--- config.mk ---
export PLATFORM = sky130hd
export DESIGN_NAME = ddr_app_arbiter
export DESIGN_NICKNAME = d
export VERILOG_FILES = /design/src/rtl/ddr_arb_pkg.sv /design/src/rtl/ddr_line_gather.sv /design/src/rtl/ddr_app_arbiter.sv
export SDC_FILE = /design/constraint.sdc
export NUM_CORES = 2
export LEC_CHECK = 0
export CORE_AREA = 10 10 329 331
export CTS_BUF_LIST = sky130_fd_sc_hd__clkbuf_4 sky130_fd_sc_hd__clkbuf_8
export DETAILED_ROUTE_END_ITERATION = 16
export DIE_AREA = 0 0 339 341
export PLACE_DENSITY = 0.77
export SLEW_MARGIN = 40
export SYNTH_ARGS = -nofsm -noshare
export SYNTH_HDL_FRONTEND = slang
export SYNTH_SLANG_ARGS = --single-unit
--- constraint.sdc ---
create_clock -name clk -period 6.92 [get_ports clk]
set_input_delay 0.692 -clock clk [delete_from_list [all_inputs] [get_ports clk]]
set_output_delay 0.692 -clock clk [all_outputs]
set_load 0.03 [all_outputs]
--- src/rtl/ddr_arb_pkg.sv ---
// Shared types for the MIG app-port arbiter.
//   arb_state_t : arbiter FSM states
//   APP_CMD_*   : MIG app_cmd encodings
//   owner_t     : which requester holds (or last held) the app port
//   pick_owner  : round-robin winner among the pending requesters
package ddr_arb_pkg;

  typedef enum logic [2:0] {
    ST_IDLE,
    ST_H_WR,
    ST_H_RD_CMD,
    ST_H_RD_WAIT,
    ST_S_RD_CMD,
    ST_S_RD_WAIT
  } arb_state_t;

  localparam logic [2:0] APP_CMD_WR = 3'b000;
  localparam logic [2:0] APP_CMD_RD = 3'b001;

  typedef enum logic {
    OWN_H = 1'b0,
    OWN_S = 1'b1
  } owner_t;

  // On a tie the requester that did not win last time gets the port.
  function automatic owner_t pick_owner(input logic h, input logic s, input owner_t last);
    if (h && s) return (last == OWN_H) ? OWN_S : OWN_H;
    else if (h) return OWN_H;
    else        return OWN_S;
  endfunction

endpackage

--- src/rtl/ddr_line_gather.sv ---
// Collects LINE_BEATS read beats into one line for the search requester.
//   clk, rst      : ui_clk, async active-low reset
//   collect       : high while the search requester owns the app port
//   beat_valid    : app_rd_data_valid
//   beat_data     : app_rd_data
//   line_done     : combinational, the final beat of the line is being captured now
//   line_data     : assembled line, beat i in lane i; held until the next line completes
//   line_valid    : 1-cycle pulse the cycle after the final beat
module ddr_line_gather #(
  parameter int DATA_WIDTH = 64,
  parameter int LINE_BEATS = 8
) (
  input  logic                             clk,
  input  logic                             rst,
  input  logic                             collect,
  input  logic                             beat_valid,
  input  logic [DATA_WIDTH-1:0]            beat_data,
  output logic                             line_done,
  output logic [LINE_BEATS*DATA_WIDTH-1:0] line_data,
  output logic                             line_valid
);

  localparam int CNT_W = $clog2(LINE_BEATS);

  logic [CNT_W-1:0]                    beat_cnt;
  // Only the first LINE_BEATS-1 lanes need staging; the last beat goes
  // straight into line_data so the published line changes in one step.
  logic [(LINE_BEATS-1)*DATA_WIDTH-1:0] acc;

  assign line_done = collect && beat_valid && (beat_cnt == CNT_W'(LINE_BEATS - 1));

  always_ff @(posedge clk or negedge rst) begin
    if (!rst) begin
      beat_cnt   <= '0;
      acc        <= '0;
      line_data  <= '0;
      line_valid <= 1'b0;
    end else begin
      line_valid <= 1'b0;
      if (!collect) begin
        beat_cnt <= '0;
      end else if (beat_valid) begin
        if (line_done) begin
          line_data  <= {beat_data, acc};
          line_valid <= 1'b1;
          beat_cnt   <= '0;
        end else begin
          for (int i = 0; i < LINE_BEATS - 1; i++) begin
            if (beat_cnt == CNT_W'(i)) acc[i*DATA_WIDTH +: DATA_WIDTH] <= beat_data;
          end
          beat_cnt <= beat_cnt + 1'b1;
        end
      end
    end
  end

endmodule

--- src/rtl/ddr_app_arbiter.sv ---
// Round-robin, transaction-granular arbiter sharing the MIG app port between
// the host bridge (H: single 64-bit read/write) and the search interface
// (S: line reads of LINE_BEATS consecutive read commands).
//   clk, rst                 : MIG ui_clk, async active-low reset
//   init_calib_complete      : no new grant while low
//   h_req/h_we/h_addr/h_wdata: host request, held until h_ack
//   h_ack, h_rdata, h_rvalid : host accept pulse and read return
//   s_arvalid/s_araddr       : search line request, held until s_arready
//   s_arready                : grant pulse (combinational, in the grant cycle)
//   s_rdata, s_rvalid        : assembled line and its completion pulse
//   app_*                    : MIG application interface
//
// state        | meaning
// -------------+---------------------------------------------------------
// ST_IDLE      | port free; grants when calibrated and a request is pending
// ST_H_WR      | host write: command and write data handshakes in flight
// ST_H_RD_CMD  | host read command waiting for app_rdy
// ST_H_RD_WAIT | host read command accepted, waiting for the data beat
// ST_S_RD_CMD  | issuing the line read commands back to back
// ST_S_RD_WAIT | all line commands issued, collecting remaining beats
module ddr_app_arbiter
  import ddr_arb_pkg::*;
#(
  parameter int ADDR_WIDTH = 28,
  parameter int DATA_WIDTH = 64,
  parameter int LINE_BEATS = 8,
  parameter int ADDR_STEP  = 8
) (
  input  logic                             clk,
  input  logic                             rst,
  input  logic                             init_calib_complete,
  input  logic                             h_req,
  input  logic                             h_we,
  input  logic [ADDR_WIDTH-1:0]            h_addr,
  input  logic [DATA_WIDTH-1:0]            h_wdata,
  output logic                             h_ack,
  output logic [DATA_WIDTH-1:0]            h_rdata,
  output logic                             h_rvalid,
  input  logic                             s_arvalid,
  input  logic [ADDR_WIDTH-1:0]            s_araddr,
  output logic                             s_arready,
  output logic [LINE_BEATS*DATA_WIDTH-1:0] s_rdata,
  output logic                             s_rvalid,
  output logic [ADDR_WIDTH-1:0]            app_addr,
  output logic [2:0]                       app_cmd,
  output logic                             app_en,
  input  logic                             app_rdy,
  output logic [DATA_WIDTH-1:0]            app_wdf_data,
  output logic                             app_wdf_wren,
  output logic                             app_wdf_end,
  input  logic                             app_wdf_rdy,
  input  logic [DATA_WIDTH-1:0]            app_rd_data,
  input  logic                             app_rd_data_valid
);

  localparam int CNT_W = $clog2(LINE_BEATS);

  arb_state_t      state;
  owner_t          last_grant;
  owner_t          win;
  logic [CNT_W-1:0] cmd_cnt;
  logic            h_cand;
  logic            grant_ok;
  logic            collect;
  logic            line_done;
  logic [ADDR_WIDTH-1:0] s_base;

  // h_ack is registered, so it is seen by the host while we are already back
  // in IDLE with h_req still high; masking stops a duplicate grant.
  assign h_cand   = h_req && !h_ack;
  assign grant_ok = init_calib_complete && (h_cand || s_arvalid);
  assign win      = pick_owner(h_cand, s_arvalid, last_grant);
  assign s_base   = s_araddr & ~ADDR_WIDTH'(ADDR_STEP - 1);

  // Gated with rst so the port stays quiet while reset is held.
  assign s_arready = rst && (state == ST_IDLE) && grant_ok && (win == OWN_S);

  assign collect = (state == ST_S_RD_CMD) || (state == ST_S_RD_WAIT);

  ddr_line_gather #(
    .DATA_WIDTH(DATA_WIDTH),
    .LINE_BEATS(LINE_BEATS)
  ) u_gather (
    .clk       (clk),
    .rst       (rst),
    .collect   (collect),
    .beat_valid(app_rd_data_valid),
    .beat_data (app_rd_data),
    .line_done (line_done),
    .line_data (s_rdata),
    .line_valid(s_rvalid)
  );

  always_ff @(posedge clk or negedge rst) begin
    if (!rst) begin
      state        <= ST_IDLE;
      last_grant   <= OWN_S;
      cmd_cnt      <= '0;
      app_addr     <= '0;
      app_cmd      <= '0;
      app_en       <= 1'b0;
      app_wdf_data <= '0;
      app_wdf_wren <= 1'b0;
      app_wdf_end  <= 1'b0;
      h_ack        <= 1'b0;
      h_rdata      <= '0;
      h_rvalid     <= 1'b0;
    end else begin
      h_ack    <= 1'b0;
      h_rvalid <= 1'b0;
      case (state)
        ST_IDLE: begin
          if (grant_ok) begin
            last_grant <= win;
            app_en     <= 1'b1;
            if (win == OWN_H) begin
              app_addr <= h_addr;
              if (h_we) begin
                app_cmd      <= APP_CMD_WR;
                app_wdf_data <= h_wdata;
                app_wdf_wren <= 1'b1;
                app_wdf_end  <= 1'b1;
                state        <= ST_H_WR;
              end else begin
                app_cmd <= APP_CMD_RD;
                state   <= ST_H_RD_CMD;
              end
            end else begin
              app_addr <= s_base;
              app_cmd  <= APP_CMD_RD;
              cmd_cnt  <= '0;
              state    <= ST_S_RD_CMD;
            end
          end
        end
        ST_H_WR: begin
          // Command and data channels finish independently, in either order.
          if (app_rdy) app_en <= 1'b0;
          if (app_wdf_rdy) begin
            app_wdf_wren <= 1'b0;
            app_wdf_end  <= 1'b0;
          end
          if ((!app_en || app_rdy) && (!app_wdf_wren || app_wdf_rdy)) begin
            h_ack <= 1'b1;
            state <= ST_IDLE;
          end
        end
        ST_H_RD_CMD: begin
          if (app_rdy) begin
            app_en <= 1'b0;
            h_ack  <= 1'b1;
            state  <= ST_H_RD_WAIT;
          end
        end
        ST_H_RD_WAIT: begin
          if (app_rd_data_valid) begin
            h_rdata  <= app_rd_data;
            h_rvalid <= 1'b1;
            state    <= ST_IDLE;
          end
        end
        ST_S_RD_CMD: begin
          if (app_rdy) begin
            if (cmd_cnt == CNT_W'(LINE_BEATS - 1)) begin
              app_en <= 1'b0;
              state  <= ST_S_RD_WAIT;
            end else begin
              cmd_cnt  <= cmd_cnt + 1'b1;
              app_addr <= app_addr + ADDR_WIDTH'(ADDR_STEP);
            end
          end
        end
        ST_S_RD_WAIT: begin
          if (line_done) state <= ST_IDLE;
        end
        default: state <= ST_IDLE;
      endcase
    end
  end

endmodule

==> summary.txt <==
Timing
  • Fin crit share: 59.0%
  • Fin Setup TNS: 0 ns
  • WHS: approximately 0.3 ns
  • Clock Skews: ~0.037 ns
  • Fmax: 245 MHz
  • Final Hold Viols: 0
  • Final min period: between 4 and 5 ns
  • Rel. slew slack: 42.0%
  • Setup-failing EPs final: 0
  • Slew Limit Fails: 0
  • Worst-margin pin slew: 0.870 ns
  • Worst Slack Setup Final: ~2.8 ns
  • RSZ-0062 raised after global routing: no

Power and ir drop
  • Logic gate share of total power: 21.1%
  • PD cells: between 300 and 400 nW/µm²
  • Worst vdd ir: 276 µV
  • Net switching power: roughly 5.2 mW
  • Internal: 12.3 mW
  • Switch share: 29.9%
  • Seq pwr share: 45.9%
  • P_leak: 27.5 nW
  • Clock network fraction of total power: 33.0%

Logic synthesis
  • Synth top area share: 65.8%
  • Syn Inst Count: ~2.8k
  • Asr flop ratio synth: 100%
  • Post-synth EDFFs: 0
  • Synth Area per Inst: 15.5 µm²
  • Synth area leaders: dfrtp_1 66%, mux2_2 27%, nand2_1 2.2%
  • FF+latch count, synth: around 1.1k
  • Seq/Total Area, Yosys: 65.9%
  • Post-synthesis cell type count: 55
  • Most used DFF post-synth: dfrtp_1
  • Synth warnings: 0
  • Mapped Area: 43000 µm²
  • Synth area leader: dfrtp_1

Clock tree
  • Clock transition at path regs: 0.07 ns
  • Worst skew pair latency: 0.85 ns
  • H-tree depth: 4
  • Clock buffer count from CTS: roughly 180
  • Maximum buffer depth of the clock tree: 3
  • Sink Count: 1132
  • TritonCTS clock tree: yes
  • Root Buffer: clkbuf_8
  • PostCTS Resize Cnt: 0

Critical path
  • R2R depth: 6
  • Setup crit start kind: register
  • CP Data Required Time: 6.23 ns
  • Worst reg2reg setup slack: between 3 and 4 ns
  • Critical Path Sink Type: output port
  • Crit Path Category: reg -> out
  • Worst Path Max Fanout: 17
  • WP data arrival: roughly 3.4 ns
  • R2R Path Start: state[2]$_DFFE_PN0P_
  • Crit path launch: state[1]$_DFFE_PN0P_
  • Worst reg2reg endpoint: h_rdata[62]$_DFFE_PN0P_

GRT
  • Grt met2 use: 35.7%
  • GR met3 Demand/Resource: 6.19%
  • Met1 Usage GRT: 23.9%
  • Vias in the first global route: 28.3k
  • Initial antenna violation count: 8
  • Largest net degree at the start of global routing: 128
  • GRT busiest layer: met2
  • GRT Overall Usage: 21.1%
  • Global-route wire length before repair: 185000 µm
  • Total gr overflow: 0

Cells and area
  • Area Overhead vs Synth: 32.4%
  • Commonest non-fill, non-tap cell in the layout: dfrtp_1
  • Proportion of layout cells with a drive suffix above 1: 36.2%
  • Nets@finish: 3920
  • Most frequent cells in the layout: 1131 x dfrtp_1, 1029 x mux2_2, 863 x clkdlybuf4s50_1
  • Final Instance Count excl. Fillers: about 5.2k
  • Fillers: 8123

Worst hold path
  • Hold Path Class: in -> reg
  • Worst hold start: app_rd_data[1]
  • Hold Crit Endpoint: h_rdata[1]$_DFFE_PN0P_
  • WHS Path Cells: 3

Placed design
  • Port Buffers: 865
  • HPWL after DPL: 85800 µm
  • Dpl cells: 4903
  • GPL Wtd Cong: 0.811
  • Pre-CTS WS: approximately 3 ns

Routing
  • Iteration-0 DRC Markers: 1611
  • DR pass1 iterations: 5
  • Antenna-violating nets left: 0
  • Total Wirelength: 125000 µm
  • Drc violations: 0
  • Drt via density: about 5.2
  • Avg WL per Cell: ~24 µm
  • Routed vias: 26.9k

Job
  • Max_cap viols: 0

Floorplanning
  • Die Y: ~340 µm
  • Row cnt: 117
  • Core area: 101000 µm²
  • I/O Pins: 871
  • Chip Width: 339 µm
  • Die footprint: 116000 µm²
  • Starting Density: between 40% and 50%

Status
  • Outcome: finished clean
## cell families after synthesis
family / share of synthesized area [%]
flip-flops: 65.9
multiplexers: 27.1
AND/OR/NAND/NOR: 3.67
buffers and inverters: 1.68
AO/OA/AOI/OAI: 1.47
adder cells (fa/ha/maj): 0.262
other: 0.00872
## sequential cells by signal (all words and copies together) (netlist names), 3 cells and up
signal	cells
app_addr	28
u_gather.line_data	512
app_wdf_data	64
state	3
u_gather.acc	448
cmd_cnt	3
u_gather.beat_cnt	3
h_rdata	64
## layout make-up
| type | instances | area (µm²) | share of cell area, % |
|---|---|---|---|
| Inverter | 8 | 31.3 | 0.0549 |
| Sequential cell | 1132 | 28300 | 49.7 |
| Antenna cell | 5 | 12.5 | 0.0220 |
| Clock buffer | 284 | 3480 | 6.12 |
| Tap cell | 1368 | 1710 | 3.01 |
| Timing Repair Buffer | 902 | 9160 | 16.1 |
| Clock inverter | 21 | 183 | 0.321 |
| Multi-Input combinational cell | 1496 | 14000 | 24.7 |
## through the flow
| stage | power, mW | instance area (µm²) | utilization [%] |
|---|---|---|---|
| after CTS | 17.7 | 56900 | 56.1 |
| final | 17.5 | 56900 | 56.1 |
| after detailed placement | 11.9 | 53200 | 52.4 |
| after floorplan | 10.1 | 43000 | - |
| after global routing | 18.3 | 56900 | 56.1 |
| after global placement | 11.7 | 53100 | 52.3 |
## worst max-delay path by stage
stage	endpoint	cells after the start	slack [ns]
after detailed placement	s_arready	5	3.00
after global placement	s_arready	5	3.02
after global routing	s_arready	4	2.61
final	s_arready	4	2.84
after CTS	s_arready	4	2.72
after floorplan	s_arready	5	4.33
## synth_stat cells, types with 8 or more instances
master and count:
dfrtp_1 1131, nand2_1 250, nor2_1 26, nand3_1 20, mux2_2 1029, clkbuf_1 23, o21ai_0 13, and3_1 12
inv_1 8, a21oi_1 24, nor3_1 15, o22a_1 9, buf_2 114, ha_1 9
## power groups by stage
stage               registers [mW]  clock network (mW)  logic (mW)
floorplan                     8.90                   0        1.19
CTS                           8.04                5.94        3.74
global placement              8.09                   0        3.65
finish                        8.05                5.77        3.69
detailed placement            8.14                   0        3.72
global route                  8.15                6.23        3.96
## metal layers
| metal | wire length (µm) | part of all wire [%] |
|---|---|---|
| met3 | 8550 | 6.8 |
| met5 | 13 | 0.010 |
| met2 | 62500 | 50 |
| met4 | 6600 | 5.3 |
| met1 | 47200 | 38 |
## what timing repair did
item | 4_1_cts | 5_1_grt
setup buffers | 0 | 0
endpoints found under the setup margin | 0 | 0
hold endpoints to repair | 63 | 0
hold buffers | 1 | 0
## worst max-delay path, cell delays in order (launching register included)
cell and delay (ns):
dfrtp_1 0.55, nor2_1 0.38, o211a_1 0.64, and3_1 0.26, clkdlybuf4s50_1 0.71
(Power assumes the default switching activity.)
